## config.mk

```make
export PLATFORM = sky130hd
export DESIGN_NAME = bn_sqrt_arbiter_flat
export DESIGN_NICKNAME = d
export VERILOG_FILES = /design/src/rtl/bn_sqrt_arbiter_if.sv /design/src/rtl/bn_sqrt_arbiter.sv /design/src/flat_wrapper.sv
export SDC_FILE = /design/constraint.sdc
export NUM_CORES = 1
export LEC_CHECK = 0
export BUFFER_PORTS_ARGS = -buffer_cell sky130_fd_sc_hd__buf_2
export CAP_MARGIN = 40
export CORE_MARGIN = 1
export CORE_UTILIZATION = 45
export CTS_CLUSTER_DIAMETER = 40
export DETAILED_ROUTE_END_ITERATION = 6
export PLACE_DENSITY = 0.87
export SETUP_SLACK_MARGIN = 0.05
export SLEW_MARGIN = 10
export SYNTH_ARGS = -nofsm -noshare
export SYNTH_HDL_FRONTEND = slang
export SYNTH_SLANG_ARGS = --single-unit
```

## constraint.sdc

```tcl
create_clock -name clk_i -period 1.85 [get_ports clk_i]
set_input_delay 0 -clock clk_i [delete_from_list [all_inputs] [get_ports clk_i]]
set_output_delay 0 -clock clk_i [all_outputs]
set_load 0.1 [all_outputs]
```

## src/rtl/bn_sqrt_arbiter_if.sv

```systemverilog
// Request/response bundle between BN-channel requesters and the shared sqrt arbiter.
// master = requester/consumer side, slave = arbiter side.
interface bn_sqrt_arbiter_if #(
  parameter int DATA_WIDTH = 16,
  parameter int NUM_REQ    = 4,
  parameter int ID_W       = 2
);
  logic [NUM_REQ-1:0]            req_valid;
  logic [NUM_REQ*DATA_WIDTH-1:0] req_data;
  logic [NUM_REQ-1:0]            req_ready;
  logic                          rsp_valid;
  logic                          rsp_ready;
  logic [ID_W-1:0]               rsp_id;
  logic [DATA_WIDTH-1:0]         rsp_data;
  logic                          rsp_err;

  modport master (
    output req_valid, req_data, rsp_ready,
    input  req_ready, rsp_valid, rsp_id, rsp_data, rsp_err
  );

  modport slave (
    input  req_valid, req_data, rsp_ready,
    output req_ready, rsp_valid, rsp_id, rsp_data, rsp_err
  );
endinterface

```

## src/rtl/bn_sqrt_arbiter.sv

```systemverilog
// Round-robin share of one iterative FP16 sqrt core among NUM_REQ BN requesters.
// Optional SQRT_ZERO_BYPASS_EN answers +-0 and negative operands without starting the core.
module bn_sqrt_arbiter #(
  parameter int DATA_WIDTH = 16,
  parameter int NUM_REQ    = 4,
  parameter int ID_W       = 2,
  parameter int TIMEOUT    = 15
) (
  input  logic                  clk_i,
  input  logic                  reset_i,
  bn_sqrt_arbiter_if.slave      bus,
  output logic                  core_reset_o,
  output logic [DATA_WIDTH-1:0] core_x_o,
  input  logic [DATA_WIDTH-1:0] core_result_i,
  input  logic                  core_finished_i,
  output logic                  busy_o
);

  localparam int                    CNT_W   = $clog2(TIMEOUT + 1);
  localparam logic [DATA_WIDTH-1:0] QNAN    = DATA_WIDTH'(16'h7E00);
  localparam logic [ID_W-1:0]       PTR_RST = ID_W'(NUM_REQ - 1);
  localparam logic [CNT_W-1:0]      CNT_TO  = CNT_W'(TIMEOUT - 1);

  typedef enum logic [1:0] {IDLE, LOAD, RUN, RESP} state_e;

  state_e                state_q;
  logic [ID_W-1:0]       ptr_q;
  logic [ID_W-1:0]       id_q;
  logic [CNT_W-1:0]      cnt_q;
  logic [DATA_WIDTH-1:0] x_q;
  logic [DATA_WIDTH-1:0] rsp_data_q;
  logic                  rsp_valid_q;
  logic                  rsp_err_q;
  logic                  core_reset_q;
  logic                  busy_q;

  logic                  gnt_vld_d;
  logic [ID_W-1:0]       gnt_id_d;
  logic [DATA_WIDTH-1:0] gnt_x_d;
  logic                  hs_d;
  logic [NUM_REQ-1:0]    req_ready_d;

  // Search ptr+1, ptr+2, ... so the last winner has lowest priority next time.
  always_comb begin
    gnt_vld_d = 1'b0;
    gnt_id_d  = '0;
    for (int k = 1; k <= NUM_REQ; k++) begin
      for (int i = 0; i < NUM_REQ; i++) begin
        if (!gnt_vld_d && bus.req_valid[i] && (i == (int'(ptr_q) + k) % NUM_REQ)) begin
          gnt_vld_d = 1'b1;
          gnt_id_d  = ID_W'(i);
        end
      end
    end
  end

  always_comb begin
    gnt_x_d     = '0;
    req_ready_d = '0;
    hs_d        = (state_q == IDLE) && !reset_i && gnt_vld_d;
    for (int i = 0; i < NUM_REQ; i++) begin
      if (gnt_id_d == ID_W'(i)) begin
        gnt_x_d        = bus.req_data[i*DATA_WIDTH +: DATA_WIDTH];
        req_ready_d[i] = hs_d;
      end
    end
  end

`ifdef SQRT_ZERO_BYPASS_EN
  logic byp_zero_d;
  logic byp_neg_d;
  assign byp_zero_d = (gnt_x_d[DATA_WIDTH-2:0] == '0);
  assign byp_neg_d  = gnt_x_d[DATA_WIDTH-1] && !byp_zero_d;
`endif

  always_ff @(posedge clk_i) begin
    if (reset_i) begin
      state_q      <= IDLE;
      ptr_q        <= PTR_RST;
      id_q         <= '0;
      cnt_q        <= '0;
      x_q          <= '0;
      rsp_data_q   <= '0;
      rsp_valid_q  <= 1'b0;
      rsp_err_q    <= 1'b0;
      core_reset_q <= 1'b1;
      busy_q       <= 1'b0;
    end else begin
      case (state_q)
        IDLE: begin
          if (hs_d) begin
            x_q    <= gnt_x_d;
            id_q   <= gnt_id_d;
            ptr_q  <= gnt_id_d;
            busy_q <= 1'b1;
`ifdef SQRT_ZERO_BYPASS_EN
            if (byp_zero_d) begin
              rsp_data_q  <= gnt_x_d;
              rsp_err_q   <= 1'b0;
              rsp_valid_q <= 1'b1;
              state_q     <= RESP;
            end else if (byp_neg_d) begin
              rsp_data_q  <= QNAN;
              rsp_err_q   <= 1'b1;
              rsp_valid_q <= 1'b1;
              state_q     <= RESP;
            end else begin
              state_q <= LOAD;
            end
`else
            state_q <= LOAD;
`endif
          end
        end
        LOAD: begin
          cnt_q        <= '0;
          core_reset_q <= 1'b0;
          state_q      <= RUN;
        end
        RUN: begin
          cnt_q <= cnt_q + 1'b1;
          if (core_finished_i) begin
            rsp_data_q   <= core_result_i;
            rsp_err_q    <= 1'b0;
            rsp_valid_q  <= 1'b1;
            core_reset_q <= 1'b1;
            state_q      <= RESP;
          end else if (cnt_q == CNT_TO) begin
            rsp_data_q   <= QNAN;
            rsp_err_q    <= 1'b1;
            rsp_valid_q  <= 1'b1;
            core_reset_q <= 1'b1;
            state_q      <= RESP;
          end
        end
        RESP: begin
          if (bus.rsp_ready) begin
            rsp_valid_q <= 1'b0;
            busy_q      <= 1'b0;
            state_q     <= IDLE;
          end
        end
        default: state_q <= IDLE;
      endcase
    end
  end

  assign bus.req_ready = req_ready_d;
  assign bus.rsp_valid = rsp_valid_q;
  assign bus.rsp_id    = id_q;
  assign bus.rsp_data  = rsp_data_q;
  assign bus.rsp_err   = rsp_err_q;
  assign core_reset_o  = core_reset_q;
  assign core_x_o      = x_q;
  assign busy_o        = busy_q;

endmodule

```

## src/flat_wrapper.sv

```systemverilog
// flat-port wrapper written by rule: the top's interface ports become plain ports
module bn_sqrt_arbiter_flat 
#(
  parameter int DATA_WIDTH = 16,
  parameter int NUM_REQ    = 4,
  parameter int ID_W       = 2,
  parameter int TIMEOUT    = 15
)
  (clk_i, reset_i, core_reset_o, core_x_o, core_result_i, core_finished_i, busy_o, bus_req_valid, bus_req_data, bus_rsp_ready, bus_req_ready, bus_rsp_valid, bus_rsp_id, bus_rsp_data, bus_rsp_err);
  bn_sqrt_arbiter_if #(.DATA_WIDTH(DATA_WIDTH), .NUM_REQ(NUM_REQ), .ID_W(ID_W)) bus_i ();
  input  logic clk_i;
  input  logic reset_i;
  output logic core_reset_o;
  output logic [DATA_WIDTH-1:0] core_x_o;
  input  logic [DATA_WIDTH-1:0] core_result_i;
  input  logic core_finished_i;
  output logic busy_o;
  input wire logic [$bits(bus_i.req_valid)-1:0] bus_req_valid;
  input wire logic [$bits(bus_i.req_data)-1:0] bus_req_data;
  input wire logic [$bits(bus_i.rsp_ready)-1:0] bus_rsp_ready;
  output wire logic [$bits(bus_i.req_ready)-1:0] bus_req_ready;
  output wire logic [$bits(bus_i.rsp_valid)-1:0] bus_rsp_valid;
  output wire logic [$bits(bus_i.rsp_id)-1:0] bus_rsp_id;
  output wire logic [$bits(bus_i.rsp_data)-1:0] bus_rsp_data;
  output wire logic [$bits(bus_i.rsp_err)-1:0] bus_rsp_err;
  assign bus_i.req_valid = bus_req_valid;
  assign bus_i.req_data = bus_req_data;
  assign bus_i.rsp_ready = bus_rsp_ready;
  assign bus_req_ready = bus_i.req_ready;
  assign bus_rsp_valid = bus_i.rsp_valid;
  assign bus_rsp_id = bus_i.rsp_id;
  assign bus_rsp_data = bus_i.rsp_data;
  assign bus_rsp_err = bus_i.rsp_err;
  bn_sqrt_arbiter #(.DATA_WIDTH(DATA_WIDTH), .NUM_REQ(NUM_REQ), .ID_W(ID_W), .TIMEOUT(TIMEOUT)) u_core (.clk_i(clk_i), .reset_i(reset_i), .bus(bus_i), .core_reset_o(core_reset_o), .core_x_o(core_x_o), .core_result_i(core_result_i), .core_finished_i(core_finished_i), .busy_o(busy_o));
endmodule
```

==> results of run 1 <==
-- cell families after synthesis --
family	Yosys count	share of synthesized area (%)
compound gates	109	33.0
simple gates	96	18.4
flops	46	36.4
buf+inv	31	6.48
mux	7	2.77
fa+ha+maj	6	2.97
-- synthesized netlist by cell type (2+ instances only) --
library cell,count,area share [%]
sky130_fd_sc_hd__a2111oi_2,4,2.4
sky130_fd_sc_hd__a211oi_1,2,0.59
sky130_fd_sc_hd__a21boi_0,6,1.8
sky130_fd_sc_hd__a21boi_1,4,1.2
sky130_fd_sc_hd__a21oi_1,13,2.6
sky130_fd_sc_hd__a221oi_1,5,1.7
sky130_fd_sc_hd__a22oi_1,17,5.0
sky130_fd_sc_hd__a31oi_1,7,1.7
sky130_fd_sc_hd__and2_1,3,0.74
sky130_fd_sc_hd__and3_1,10,2.5
sky130_fd_sc_hd__buf_2,2,0.40
sky130_fd_sc_hd__buf_4,4,1.2
sky130_fd_sc_hd__buf_6,4,1.8
sky130_fd_sc_hd__clkbuf_1,11,1.6
sky130_fd_sc_hd__dfxtp_1,46,36
sky130_fd_sc_hd__ha_1,6,3.0
sky130_fd_sc_hd__inv_1,9,1.3
sky130_fd_sc_hd__mux2i_1,7,2.8
sky130_fd_sc_hd__nand2_1,25,3.7
sky130_fd_sc_hd__nand2b_1,3,0.74
sky130_fd_sc_hd__nand3_1,4,0.79
sky130_fd_sc_hd__nor2_1,29,4.3
sky130_fd_sc_hd__nor2b_1,7,1.7
sky130_fd_sc_hd__nor3_1,6,1.2
sky130_fd_sc_hd__o21ai_0,17,3.4
sky130_fd_sc_hd__o21ai_1,11,2.2
sky130_fd_sc_hd__o21bai_1,2,0.59
sky130_fd_sc_hd__o221a_2,6,2.7
sky130_fd_sc_hd__o22ai_1,3,0.74
sky130_fd_sc_hd__or3_1,4,0.99
-- layer usage --
metal / GRT usage (%) / vias up / part of all wire, %
met2: 49.5 / 162 / 50
li1: - / 1405 / -
met3: 5.00 / 27 / 6.9
met5: 0 / - / 0
met4: 13.6 / 0 / 2.7
met1: 32.6 / 1399 / 40
-- timing repair --
item,CTS,global route
resized for setup,5,6
buffers inserted,4,1
hold endpoints to repair,28,0
hold buffers,28,0
pin swaps,1,1
endpoints found under the setup margin,7,15
-- flip-flops by register name, summed over array words and instances, names as in the netlist, 2 cells and up --
name and flops:
u_core.ptr_q 2, u_core.bus.rsp_data 16, u_core.cnt_q 4, u_core.state_q 2, u_core.bus.rsp_id 2, u_core.core_x_o 16
-- worst min-delay path, cell delays in order --
cell	delay, ns
sky130_fd_sc_hd__buf_2	0.07
sky130_fd_sc_hd__a22oi_1	0.05
sky130_fd_sc_hd__a31oi_1	0.14
-- cell type report --
cell class	count	area share [%]
inverters	10	1.06
well taps	70	2.31
flip-flops and latches	46	24.5
multi-input cells	218	39.7
repair buffers	172	29.9
clock buffers	5	1.82
clock inverters	3	0.661
-- per-stage QoR --
step / setup slack [ns] / instances / total power, uW / util, % / TNS (ns)
final: 0.0355 / 524 / 6240 / 71.8 / 0
after global routing: -0.0286 / 524 / 6530 / 71.8 / -0.0436
after CTS: 0.0514 / 523 / 6140 / 71.1 / 0
after detailed placement: -0.00849 / 483 / 5350 / 63.0 / -0.00849
after global placement: 0.0978 / 483 / 5290 / 63.0 / 0
after floorplan: -0.348 / 295 / 4600 / - / -0.516
-- power groups by stage --
stage	Clock (uW)	Combinational (uW)	Sequential, uW
detailed placement	0	3900	1450
finish	644	4130	1470
global placement	0	3840	1450
floorplan	0	1620	2980
CTS	657	4040	1440
global route	695	4330	1500
-- final timing paths --
path	startpoint	end	depth (start not counted)
worst max register to register	u_core.state_q[1]	u_core.core_x_o[5]	8
worst min-delay path	bus_req_data[56]	u_core.core_x_o[8]	3
worst min register to register	u_core.core_reset_o	u_core.core_reset_o	2
worst max-delay path	u_core.ptr_q[1]	bus_req_ready[0]	5
==> impl.org, run 1 <==
** Cells and area
- Multi-input gate area in the final layout :: 0.00150 mm^2
- Summing all flip-flop and latch instances after layout gives 927 um^2.
- Of the cells placed in the final design, the portion with a size suffix greater than 1 is 41.0%.
- After routing the design area is 0.00379 mm^2.
- Fill cell total of the finished layout :: 427
- From synthesis to final layout, the design area changed by 49.7%.
- Nets@finish :: 547
- Leaving out fill and tap cells, the most frequent cell in the layout is sky130_fd_sc_hd__buf_2.
- 0 antenna diodes ended up in the layout.
- Most used cells in the layout excluding fill and tap cells :: sky130_fd_sc_hd__buf_2, sky130_fd_sc_hd__dfxtp_1, sky130_fd_sc_hd__nor2_1, sky130_fd_sc_hd__dlygate4sd3_1, sky130_fd_sc_hd__nand2_1

** Timing
- Share of the cycle needed by the critical path after routing :: 98.1%
- For the pin with the worst max-slew slack, the measured transition is 0.531 ns.
- Setup violations remaining at the end of the flow were counted as 0.
- Min Clock Period, post-route :: 1.81 ns
- Measured against its own limit, the worst slew margin works out to 64.6%.
- Setup repair after global routing missed its margin :: true
- Hold is met by 0.00650 ns.
- The clock arrives with 0.00604 ns of skew.
- The number of pins exceeding their max-slew limit in the final report came to 0.
- Final Hold Viols :: 0
- Max frequency :: 551 MHz

** GRT
- Global routing usage summed across all routing layers :: 28.1%
- Largest net degree at the start of global routing :: 28
- GRT Residual Overflow :: 0
- The first global-routing pass estimated 13400 um of wire.
- Via count of the first global-routing pass :: 2930
- The initial antenna violation count was 0.

** Clock network
- The H-tree was split into 2 levels.
- TritonCTS built the clock tree.
- After clock tree synthesis, the clock-pin slew on the worst setup and hold paths is 0.09 ns.
- TritonCTS created 5 clock buffers.
- Clock network latency to the later pin of the worst-skew pair :: 0.30 ns
- CTS sink count :: 46
- The clock passes through at most 2 buffers.
- CTS root buffer :: sky130_fd_sc_hd__clkbuf_8

** Power and ir drop
- IR analysis of the VDD net gives a maximum drop of 0.00126 V.
- Power spread over the standard cell area amounts to 1650 mW/mm^2.
- In this run switching power makes up 56.6% of total power.
- Leakage dissipation :: 0.00172 uW
- Share of total power in the clock network :: 10.3%
- Share of total power in sequential cells :: 23.5%
- Switching power of the nets :: 3530 uW
- Combinational cells account for 66.2% of the total power.
- Internal :: 2710 uW

** Logic synthesis
- Synthesized netlist cell count :: 295
- Netlist area before placement :: 0.00253 mm^2
- Number of synthesized flops with an enable pin :: 0
- In the synthesized netlist the dominant register cell turns out to be sky130_fd_sc_hd__dfxtp_1.
- After synthesis, the share of flip-flops with an asynchronous set or reset is 0%.
- Synth Area per Inst :: 8.58 um^2
- After synthesis the netlist holds a flip-flop and latch count of 46.
- Portion of the post-synthesis area used by sequential elements :: 36.4%
- Synthesis produced a netlist with a net count of 389.
- In this run, distinct cell masters in the synthesized netlist total 48.
- For this run, the number of Yosys warnings is 0.

** Route
- Post-detailed-route count of antenna-violating nets :: 0
- WL final :: 8480 um
- Iteration-0 DRC count of the detailed router :: 266
- In the routed layout, each cell is associated on average with a via count of 5.71.
- First-pass iteration count of the detailed router :: 4
- Post-route DRC :: 0
- The final route contains 2993 vias.
- After detailed routing, the average wire length per cell comes to 16.2 um.

** Floorplan
- Die Footprint :: 0.00593 mm^2
- Width of the die :: 77.0 um
- After floorplanning, the core was divided into 26 placement rows.
- In this run the count of I/O pins placed on the die edge is 130.
- The initial utilization of the core area, before any placement, comes to 48.0%.
- The core region is 0.00527 mm^2.
- The die is 77.0 um tall.

** Worst setup path
- Startpoint type of the worst setup path :: register
- In this run the worst path has a maximum fanout of 11.
- Traced cell by cell, the critical path runs through inv_4 -> o32a_1 -> and2_4 -> a2111oi_4 -> buf_12.
- The worst setup path is of the reg -> out kind.
- Largest delay contributor family on the critical path :: compound AO/OA/AOI/OAI gates
- Library cell contributing the largest single delay on the critical path :: sky130_fd_sc_hd__dfxtp_4
- Worst path bufs/invs :: 2
- The worst setup path is captured at an output pin.
- Required time of the worst setup path :: 1.85 ns
- Setup slack of the most critical reg-to-reg path :: 0.13 ns
- Worst path arrival time :: 1.81 ns
- In this design, the stage delay of the slowest critical-path cell is 0.45 ns.

** Placed design
- Count of buffers inserted at the top-level ports :: 129
- Placed Instance Area :: 0.00332 mm^2
- Detailed placement ended at an HPWL of 5580 um.
- Gp weighted congestion :: 0.899

** Outcome
- Status :: finished, final reports clean

** Hold path
- Min-delay worst type :: in -> reg

** Run
- The tool flagged a number of max-cap violations equal to 0.
No activity file was read; power rests on OpenSTA's default activity.
==> run 2: changes to the inputs <==
Settings changed: CORE_UTILIZATION 45 to 46, PLACE_DENSITY 0.87 to 0.89.
==> impl.org, run 2 (synthesis gave the netlist of run 1 again) <==
** Timing
- Final Hold Viols :: 0
- Transition at the pin with the smallest max-transition slack :: 0.679 ns
- Slack of the critical path :: -0.0153 ns
- Timing would allow up to 536 MHz.
- In this run the tightest slew margin relative to its limit is 54.3%.
- Share of the cycle needed by the critical path after routing :: 101%
- The number of pins exceeding their max-slew limit in the final report came to 0.
- For the finished layout, the period the worst path requires is 1.87 ns.
- Hold Worst Slack :: 0.0151 ns
- Final setup fails :: 1
- On the final layout, the worst clock skew is 0.00487 ns.
- Setup repair after global routing missed its margin :: true

** Floorplan
- # rows :: 26
- During I/O placement, the number of pins put on the boundary was 130.
- In this run the vertical extent of the chip is 76.2 um.
- Starting density of the core :: 48.6%
- The die is 76.2 um wide.
- Placeable Area :: 0.00520 mm^2
- The floorplan step defined a die boundary enclosing 0.00580 mm^2.

** GRT
- Entering global routing, the biggest net connects 22 pins.
- Global routing finished with a remaining overflow of 0.
- The first global-routing pass estimated 14000 um of wire.
- Global routing used 30.0% of the available tracks across all layers.
- Number of antenna violations at the first check in global routing :: 0
- Via count of the first global-routing pass :: 2934

** Worst setup path
- The critical path in this run is classified as reg -> out.
- Top fanout value on the critical path :: 8
- Startpoint type of the worst setup path :: register
- STA puts the critical path data required time at 1.85 ns.
- Worst path arrival time :: 1.87 ns
- Worst Setup End Kind :: output pin

** Cells and area
- Cells fill 75.2% of the core in the end.
- In the final layout, flip-flops and latches occupy 927 um^2.
- The post-route netlist has 43.6% of its cells at a drive strength greater than 1.
- Area growth syn-to-layout :: 54.7%
- Multi-input gate area in the final layout :: 0.00153 mm^2
- At the end of the flow, the number of nets in the layout was 561.
- The finished cells cover 0.00392 mm^2.
- Fill cell total of the finished layout :: 383
- The library cells used most frequently in the layout, excluding fill and tap cells, are sky130_fd_sc_hd__buf_2, sky130_fd_sc_hd__dfxtp_1, sky130_fd_sc_hd__nor2_1, sky130_fd_sc_hd__dlygate4sd3_1, sky130_fd_sc_hd__buf_4.
- Non-filler cells in the finished layout :: 538
- Most common cell after layout, fill and taps aside :: sky130_fd_sc_hd__buf_2
- The repair_antennas step left the layout with diodes totalling 0.

** Clock network
- The tree is rooted in a sky130_fd_sc_hd__clkbuf_8.
- After clock tree synthesis, the clock-pin slew on the worst setup and hold paths is 0.09 ns.
- Number of buffers added by the clock tree synthesis step :: 5
- The clock drives 46 sinks.
- Clock latency on the worst-skew pair, taken at its later pin, is 0.30 ns.
- Buffer depth of the longest clock path :: 2
- The H-tree was split into 2 levels.
- TritonCTS built the clock tree.

** Power and ir drop
- Share of total power in combinational logic :: 64.5%
- The share of total power dissipated in the clock network is 13.7%.
- Leakage dissipation :: 0.00179 uW
- Power after layout :: 6580 uW
- Share of total power in sequential cells :: 21.8%
- Switching power of the nets :: 3570 uW
- Power density normalized to cell area :: 1680 mW/mm^2
- Across the VDD grid, the largest voltage drop is 0.00126 V.
- Net switching is 54.2% of the power.
- The internal power of the cells totals 3010 uW.

** Run
- Max Cap Viol :: 0

** Hold path
- Min-delay worst type :: in -> reg

** Placed design
- Placed Instance Area :: 0.00335 mm^2
- After detailed placement, the design holds a cell count of 490.
- Once detailed placement completed, the half-perimeter wirelength came to 5580 um.
- In this run the tool buffered the top-level ports with 129 buffer cells.
- Gp weighted congestion :: 0.920

** Route
- Post-route DRC :: 0
- After detailed routing, the average wire length per cell comes to 16.2 um.
- Vias per std cell :: 5.77
- Post-detailed-route count of antenna-violating nets :: 0
- After detailed routing, the total wire length is 8740 um.
- Overall via count from detail_route :: 3102
- First-pass iteration count of the detailed router :: 5
- Iteration-0 DRC count of the detailed router :: 260

** Outcome
- The final reports fail on negative setup slack.
- Status :: finished, violations left
[run 2: layer usage]
metal | GRT usage, % | share of wire, % | up-vias
met4 | 14.0 | 4.5 | 0
met5 | 0 | 0 | -
met3 | 4.43 | 7.1 | 42
met1 | 36.3 | 40 | 1446
li1 | - | - | 1429
met2 | 52.1 | 48 | 185
[run 2: power groups by stage]
stage                     Clock, uW  Sequential [uW]  Combinational [uW]
after floorplan                   0             2980                1620
after global placement            0             1440                3800
after detailed placement          0             1450                3900
after CTS                       909             1420                4120
after global routing            943             1460                4470
final                           904             1430                4240
[run 2: critical path, cell delays in order, from the launching register on]
cell                      delay [ns]
sky130_fd_sc_hd__dfxtp_4        0.36
sky130_fd_sc_hd__buf_4          0.17
sky130_fd_sc_hd__nor2b_1        0.23
sky130_fd_sc_hd__o21ai_2        0.13
sky130_fd_sc_hd__a21oi_2        0.19
sky130_fd_sc_hd__nor3b_4        0.27
sky130_fd_sc_hd__buf_12         0.21
[run 2: path summary, 6_finish.rpt]
kind / startpoint / cells after the start / slack, ns / to
max reg2reg: u_core.ptr_q[0] / 6 / 0.06 / u_core.core_x_o[1]
max: u_core.ptr_q[1] / 6 / -0.02 / bus_req_ready[2]
min reg2reg: u_core.bus.rsp_id[1] / 2 / 0.46 / u_core.bus.rsp_id[1]
min: bus_req_data[53] / 3 / 0.02 / u_core.core_x_o[5]
[run 2: timing repair]
action / in CTS / in global routing
buffers inserted: 11 / 3
hold buffers: 28 / 0
hold endpoints to repair: 25 / 0
resized for setup: 10 / 9
endpoints found under the setup margin: 10 / 18
pin swaps: 5 / 4
[run 2: metrics by stage]
stage | setup WS (ns) | setup TNS [ns]
2_1_floorplan | -0.348 | -0.516
3_3_place_gp | -0.0284 | -0.0869
3_5_place_dp | 0.0106 | 0
4_1_cts | -0.00268 | -0.00268
5_1_grt | -0.0622 | -0.125
6_report | -0.0153 | -0.0153
[run 2: cell type report]
cell class | instances | share of cell area [%]
repair buffers | 186 | 30.5
multi-input cells | 218 | 39.1
inverters | 10 | 0.959
clock buffers | 5 | 1.76
flip-flops and latches | 46 | 23.7
clock inverters | 3 | 1.76
well taps | 70 | 2.24
